==> config.mk <==
export PLATFORM = sky130hd
export DESIGN_NAME = ram_port_master
export DESIGN_NICKNAME = d
export VERILOG_FILES = /design/src/rtl/ram_port_master.sv
export SDC_FILE = /design/constraint.sdc
export NUM_CORES = 1
export LEC_CHECK = 0
export CAP_MARGIN = 20
export CORE_AREA = 2 2 97 99
export CTS_BUF_LIST = sky130_fd_sc_hd__clkbuf_8
export CTS_CLUSTER_SIZE = 40
export DETAILED_ROUTE_END_ITERATION = 16
export DIE_AREA = 0 0 99 101
export GPL_TIMING_DRIVEN = 0
export PLACE_DENSITY = 0.7
export SYNTH_ARGS = -nofsm -noshare
export SYNTH_HDL_FRONTEND = slang
export SYNTH_SLANG_ARGS = --single-unit
==> constraint.sdc <==
create_clock -name clk -period 4.47 [get_ports clk]
set_input_delay 1.1175 -clock clk [delete_from_list [all_inputs] [get_ports clk]]
set_output_delay 1.1175 -clock clk [all_outputs]
set_load 0.02 [all_outputs]
==> src/rtl/ram_port_master.sv <==
// ram_port_master: burst initiator for one port of a synchronous RAM
// with a 1-cycle registered read. Handles write bursts, credit-limited read bursts and a 4-entry return FIFO.
module ram_port_master #(
    parameter int DW = 8,
    parameter int AW = 8,
    parameter int LW = 4
) (
    input  logic          clk,
    input  logic          rst,
    input  logic          cmd_valid,
    output logic          cmd_ready,
    input  logic          cmd_we,
    input  logic [AW-1:0] cmd_adr,
    input  logic [LW-1:0] cmd_len,
    input  logic          wr_valid,
    output logic          wr_ready,
    input  logic [DW-1:0] wr_data,
    output logic          rd_valid,
    input  logic          rd_ready,
    output logic [DW-1:0] rd_data,
    output logic          busy,
    output logic          ram_ce,
    output logic          ram_we,
    output logic [AW-1:0] ram_adr,
    output logic [DW-1:0] ram_din,
    input  logic [DW-1:0] ram_dout
);

    localparam logic [1:0] S_IDLE  = 2'd0;
    localparam logic [1:0] S_WRITE = 2'd1;
    localparam logic [1:0] S_READ  = 2'd2;
    localparam logic [1:0] S_DRAIN = 2'd3;

    logic [1:0]    r_state;
    logic [AW-1:0] r_cur_adr;
    logic [LW-1:0] r_left;

    logic          r_ram_ce;
    logic          r_ram_we;
    logic [AW-1:0] r_ram_adr;
    logic [DW-1:0] r_ram_din;

    // r_s2: RAM data for an earlier read is on ram_dout this cycle
    logic          r_s2;

    logic [DW-1:0] r_fifo [4];
    logic [1:0]    r_wptr;
    logic [1:0]    r_rptr;
    logic [2:0]    r_count;

    logic          w_cmd_hs;
    logic          w_wr_hs;
    logic          w_s1;
    logic [3:0]    w_inflight;
    logic          w_credit;
    logic          w_issue;
    logic          w_push;
    logic          w_pop;
    logic          w_last;

    assign cmd_ready = (r_state == S_IDLE);
    assign wr_ready  = (r_state == S_WRITE);

    assign w_cmd_hs  = cmd_valid & cmd_ready;
    assign w_wr_hs   = wr_valid & wr_ready;
    assign w_last    = (r_left == '0);

    // s1: a read is on the RAM pins this cycle
    assign w_s1      = r_ram_ce & ~r_ram_we;

    // Every read in flight or buffered holds one FIFO slot, so the
    // FIFO can never be asked to take a fifth entry.
    assign w_inflight = {1'b0, r_count} + {3'b000, w_s1} + {3'b000, r_s2};
    assign w_credit   = (w_inflight < 4'd4);
    assign w_issue    = (r_state == S_READ) & w_credit;

    assign w_push    = r_s2;
    assign w_pop     = rd_valid & rd_ready;

    assign rd_valid  = (r_count != 3'd0);
    assign rd_data   = rd_valid ? r_fifo[r_rptr] : '0;
    assign busy      = (r_state != S_IDLE) | rd_valid;

    assign ram_ce    = r_ram_ce;
    assign ram_we    = r_ram_we;
    assign ram_adr   = r_ram_adr;
    assign ram_din   = r_ram_din;

    // Burst sequencer: command latch, beat countdown, state changes
    always_ff @(posedge clk or posedge rst) begin
        if (rst) begin
            r_state   <= S_IDLE;
            r_cur_adr <= '0;
            r_left    <= '0;
        end else begin
            unique case (r_state)
                S_IDLE: begin
                    if (w_cmd_hs) begin
                        r_cur_adr <= cmd_adr;
                        r_left    <= cmd_len;
                        r_state   <= cmd_we ? S_WRITE : S_READ;
                    end
                end
                S_WRITE: begin
                    if (w_wr_hs) begin
                        r_cur_adr <= r_cur_adr + AW'(1);
                        if (w_last) begin
                            r_state <= S_IDLE;
                        end else begin
                            r_left <= r_left - LW'(1);
                        end
                    end
                end
                S_READ: begin
                    if (w_issue) begin
                        r_cur_adr <= r_cur_adr + AW'(1);
                        if (w_last) begin
                            r_state <= S_DRAIN;
                        end else begin
                            r_left <= r_left - LW'(1);
                        end
                    end
                end
                S_DRAIN: begin
                    if (!w_s1 && !r_s2) begin
                        r_state <= S_IDLE;
                    end
                end
                default: begin
                    r_state <= S_IDLE;
                end
            endcase
        end
    end

    // RAM pin registers; address and data hold while the port is idle
    always_ff @(posedge clk or posedge rst) begin
        if (rst) begin
            r_ram_ce  <= 1'b0;
            r_ram_we  <= 1'b0;
            r_ram_adr <= '0;
            r_ram_din <= '0;
        end else begin
            r_ram_ce <= w_wr_hs | w_issue;
            r_ram_we <= w_wr_hs;
            if (w_wr_hs) begin
                r_ram_adr <= r_cur_adr;
                r_ram_din <= wr_data;
            end else if (w_issue) begin
                r_ram_adr <= r_cur_adr;
            end
        end
    end

    // Read return tracker: RAM data is valid the cycle after a read cycle
    always_ff @(posedge clk or posedge rst) begin
        if (rst) begin
            r_s2 <= 1'b0;
        end else begin
            r_s2 <= w_s1;
        end
    end

    // Return FIFO storage; contents are don't-care until counted valid
    always_ff @(posedge clk) begin
        if (w_push) begin
            r_fifo[r_wptr] <= ram_dout;
        end
    end

    // Return FIFO pointers and occupancy
    always_ff @(posedge clk or posedge rst) begin
        if (rst) begin
            r_wptr  <= '0;
            r_rptr  <= '0;
            r_count <= '0;
        end else begin
            if (w_push) begin
                r_wptr <= r_wptr + 2'd1;
            end
            if (w_pop) begin
                r_rptr <= r_rptr + 2'd1;
            end
            unique case ({w_push, w_pop})
                2'b10:   r_count <= r_count + 3'd1;
                2'b01:   r_count <= r_count - 3'd1;
                default: r_count <= r_count;
            endcase
        end
    end

endmodule
# Word-level counts from Yosys, hierarchy flattened
# Memory sizes are Yosys's and may differ from the RTL's.
# Cells that the tools add are included.
word_totals:
  ff_bits: 40
  ramBits: 32
  mem_count: 1
mem_list:
  columns: ["memory", "depth", "word_bits", "rd", "rd_clocked_by_memory_dff", "write_ports", "line_no", "rtl"]
  rows:
  - ["r_fifo", 4, 8, 1, 0, 1, "46", "logic [DW-1:0] r_fifo [4];"]
op_classes:
  n_addsub: 8
  order_cmp: 1
  n_eq_ne: 11
  mux: 23
  n_bitwise: 8
  reduce_logical: 12
ops:
  columns: ["operator", "n"]
  rows:
  - ["$mux 8", 6]
  - ["$pmux 8 s3", 1]
  - ["$mux 4", 4]
  - ["$mux 2", 7]
  - ["$pmux 4 s3", 1]
  - ["$add 8x1->8 const B", 1]
  - ["$pmux 2 s4", 1]
  - ["$eq 2x2->1 const B", 3]
  - ["$ne 2x1->1 const B", 3]
  - ["$ne 2x2->1 const B", 3]
  - ["$pmux 3 s2", 1]
  - ["$reduce_and 6->1", 1]
  - ["$reduce_bool 2->1", 3]
  - ["$reduce_bool 3->1", 2]
  - ["$and 1x1->1", 5]
  - ["$add 2x1->2 const B", 2]
  - ["$add 3x1->4", 1]
  - ["$add 4x1->4", 1]
  - ["$eq 2x1->1 const B", 2]
  - ["$logic_not 4->1", 1]
  - ["$lt 4x3->1 const B", 1]
  - ["$reduce_and 4->1", 1]
  - ["$sub 4x1->4 const B", 1]
  - ["$add 3x1->3 const B", 1]
  - ["7 further kinds", 10]

# Depth between registers and ports, before layout
depth:
  ltp_word: 8
  ltp_mapped: 9

# Least setup slack after synthesis
# No wires, ideal clock.
synth_timing:
  path_type: "reg-to-output"
  from: "register r_rptr[0]"
  to: "output port rd_data[0]"
  t_arrival_ns: 1.299
  slack_ns: 2.053
  path_stages_with_launch: 4
  n_path_buf: 1
  path_cell_list: "dfrtp_1 > buf_2 > mux4_2 > and2_1"
synth_via:
  elab_chain_len: 2
synth_rtl:
  columns: ["element", "line_no", "rtl"]
  rows:
  - ["start: declaration", "48", "logic [1:0] r_rptr;"]
  - ["start signal: assignment", "182", "r_rptr <= r_rptr + 2'd1;"]
  - ["$mem_v2 4x8", null, null]
  - ["$mux 8", "81", "assign rd_data = rd_valid ? r_fifo[r_rptr] : '0;"]
  - ["end: declaration", "20", "output logic [DW-1:0] rd_data,"]
# No other way between the ends.

# Final worst setup path
layout_timing:
  from: "register r_rptr[1]"
  to: "output port rd_data[7]"
# The elaborated chain is that of the path after synthesis.

==> out/results.ini <==
[run_status]
status = completed

[route]
drt-pass1-iter-count = 4
drtIter0Drc = 88
vias_per_cell = 5.118
wire_per_inst_um = 15.45
drtAntennaViolNets = 0
vias = 2247
finalWirelength_um = 6781
remaining_drc_errors = 0

[yosys]
synth_simple_gate_area_frac = 0.1086
synthAdderAreaFrac = 0.05485
synth_nets = 297
synthMuxAreaShare = 0.1232
syn-mean-instance-area_um2 = 13.38
yosysMostFrequentCell = dfrtp_1
synth_xor_area_frac = 0.01578
synth_top_family_by_area = multiplexers
netlist_instances = 249
ys_warn_count = 0
synth-edff-count = 32
netlist_area_um2 = 3331
synth.distinct_cells = 46
dominantRegCellSynth = dfrtp_1
synth_compound_area_frac = 0.08377
ys_top_cells_by_area = dfrtp_1 (30%), edfxtp_1 (29%), mux2_2 (5.4%)
ys_top_cells_by_count = dfrtp_1 (40), edfxtp_1 (32), mux2_2 (16), and2_1 (14)
ys_seq_elements = 72
ys_async_sr_fraction = 0.5556
synth_top_cell_area_share = 0.3005
ys_seq_area_frac = 0.5890
yosys.area.top_type = dfrtp_1

[finish]
fin_nets = 371
drive_gt1_frac = 0.1494
n_antenna_cell = 0
final-seq-area_um2 = 1962
finalNonFillerCells = 439
fillCellCount = 816
multi_input_area_um2 = 1286
area_growth_pct = 28.32

[floorplanning]
row_count = 35
die_area_um2 = 9999
die_h_um = 101
die_w_um = 99
io_pins = 64
start_util = 0.3710
core-area_um2 = 8977

[worst_setup_path]
cp_data_arrival_time_ns = 2.24
cp.required_ns = 3.35
critPathKind = register to primary output
critical-path-slowest-cell = clkdlybuf4s50_1
end_kind = primary output
crit_chain = clkbuf_1 -> mux4_2 -> and2_1 -> clkdlybuf4s50_1
path_max_fanout = 9
start_kind = register
slowest_delay_ns = 0.53

[global_routing]
grt_util_all_layers = 0.1443
grt_start_max_net_pins = 41
grt_antenna_before_repair = 0
grt_pass1_wl_um = 11330
grt_pass1_vias = 2265
overflow = 0

[sta]
fin_worst_skew_ns = 0.009601
setup_viol = 0
fin_crit_ns = 3.356
final_hold_viol_count = 0
finalMaxSlewViolations = 0
slew_headroom = 0.4270
tightest_slew_ns = 0.8582
fmax_ghz = 0.2979
grt_setup_unrepaired = no
fin_tns_setup_ns = 0
fin_crit_sh = 0.7509

[place]
place_inst = 423
gp_congestion = 0.8579
hpwl_um = 4666
port_buffers = 63

[clock_tree]
root_buffer = clkbuf_8
cts_buffers = 9
cts_buffer_depth = 2
cts_tree = yes
ctsHoldBuffers = 0
clkSinkCount = 72
postCtsSetupBuffers = 0
worstSkewPairLatency_ns = 0.34
h-tree-depth = 3
ctsResizeCount = 0
cts.clk_slew.worst_paths_ns = 0.08

[worst_hold_path]
min_path_type = register to register

[pwr]
power_density_nw_per_um2 = 738.1
p_leak_nw = 1.684
ir_worst_vdd_v = 0.0003545

[flow_run]
drv_cap = 0

final timing paths:
| path | slack, ns | end | start | cells after the start |
|---|---|---|---|---|
| worst max register to register | 2.29 | r_count[1] | r_count[1] | 7 |
| worst min-delay path | 0.48 | r_s2 | ram_we | 1 |
| min in group asynchronous | 1.27 | ram_din[0] | rst | 2 |
| worst max-delay path | 1.11 | rd_data[7] | r_rptr[1] | 4 |
| max in group asynchronous | 2.66 | r_wptr[0] | rst | 2 |
| worst min register to register | 0.48 | r_s2 | ram_we | 1 |
cell type report:
class	instances	share of cell area
buffer	8	0.007904
clock buffer	10	0.03220
clock inverter	6	0.008489
inverter	13	0.01142
multi-input combinational	156	0.3009
sequential	72	0.4590
tap	111	0.03249
timing repair buffer	63	0.1475
layout by cell type, fill, tap and decap left out, drive strengths merged, types with 8 or more instances in the layout:
cell           instances
clkdlybuf4s50         63
dfrtp                 40
edfxtp                32
mux2                  16
clkbuf                15
and2                  14
inv                   14
ha                    13
o21ai                 13
nand2                 13
a21oi                 12
mux4                   8
where the power goes:
part / internal, mW / leakage [nW] / total [mW] / switching (mW)
sequential: 0.923 / 0.766 / 1.09 / 0.163
combinational: 0.766 / 0.821 / 1.61 / 0.845
clock: 0.214 / 0.0972 / 0.457 / 0.243
total: 1.90 / 1.68 / 3.15 / 1.25
critical path: cells and delay by family (launching register included):
family	cells	cell delay (ns)
and+or+nand+nor	1	0.17
buffers and inverters	2	0.99
muxes	1	0.41
DFF	1	0.34
stage by stage:
stage / setup slack (ns) / area [um^2] / power, mW / util / hold WS (ns)
2_1_floorplan: 2.053 / 3331 / 2.145 / - / 0.4654
3_3_place_gp: 1.489 / 4100 / 2.676 / 0.4567 / 0.4771
3_5_place_dp: 1.449 / 4100 / 2.716 / 0.4567 / 0.4799
4_1_cts: 1.058 / 4274 / 3.180 / 0.4761 / 0.4891
5_1_grt: 0.9744 / 4274 / 3.389 / 0.4761 / 0.5258
6_report: 1.114 / 4274 / 3.155 / 0.4761 / 0.4819
metal layers:
| layer | part of all wire | GRT usage |
|---|---|---|
| met1 | 0.44 | 0.1892 |
| met2 | 0.49 | 0.2328 |
| met3 | 0.056 | 0.03398 |
| met4 | 0.015 | 0.05690 |
| met5 | 0 | 0 |
cells by family after synthesis:
kind of cell / after synthesis
compound gates: 44
xor+xnor: 6
fa+ha+maj: 14
buf+inv: 21
flops: 72
mux: 29
simple gates: 63
state kept, by name (all words and copies together) (netlist names):
| signal | count |
|---|---|
| r_count | 3 |
| r_cur_adr | 8 |
| r_fifo | 32 |
| r_left | 4 |
| r_rptr | 2 |
| r_s2 | 1 |
| r_state | 2 |
| r_wptr | 2 |
| ram_adr | 8 |
| ram_ce | 1 |
| ram_din | 8 |
| ram_we | 1 |
Note: power is estimated with default switching activity, not from simulation.
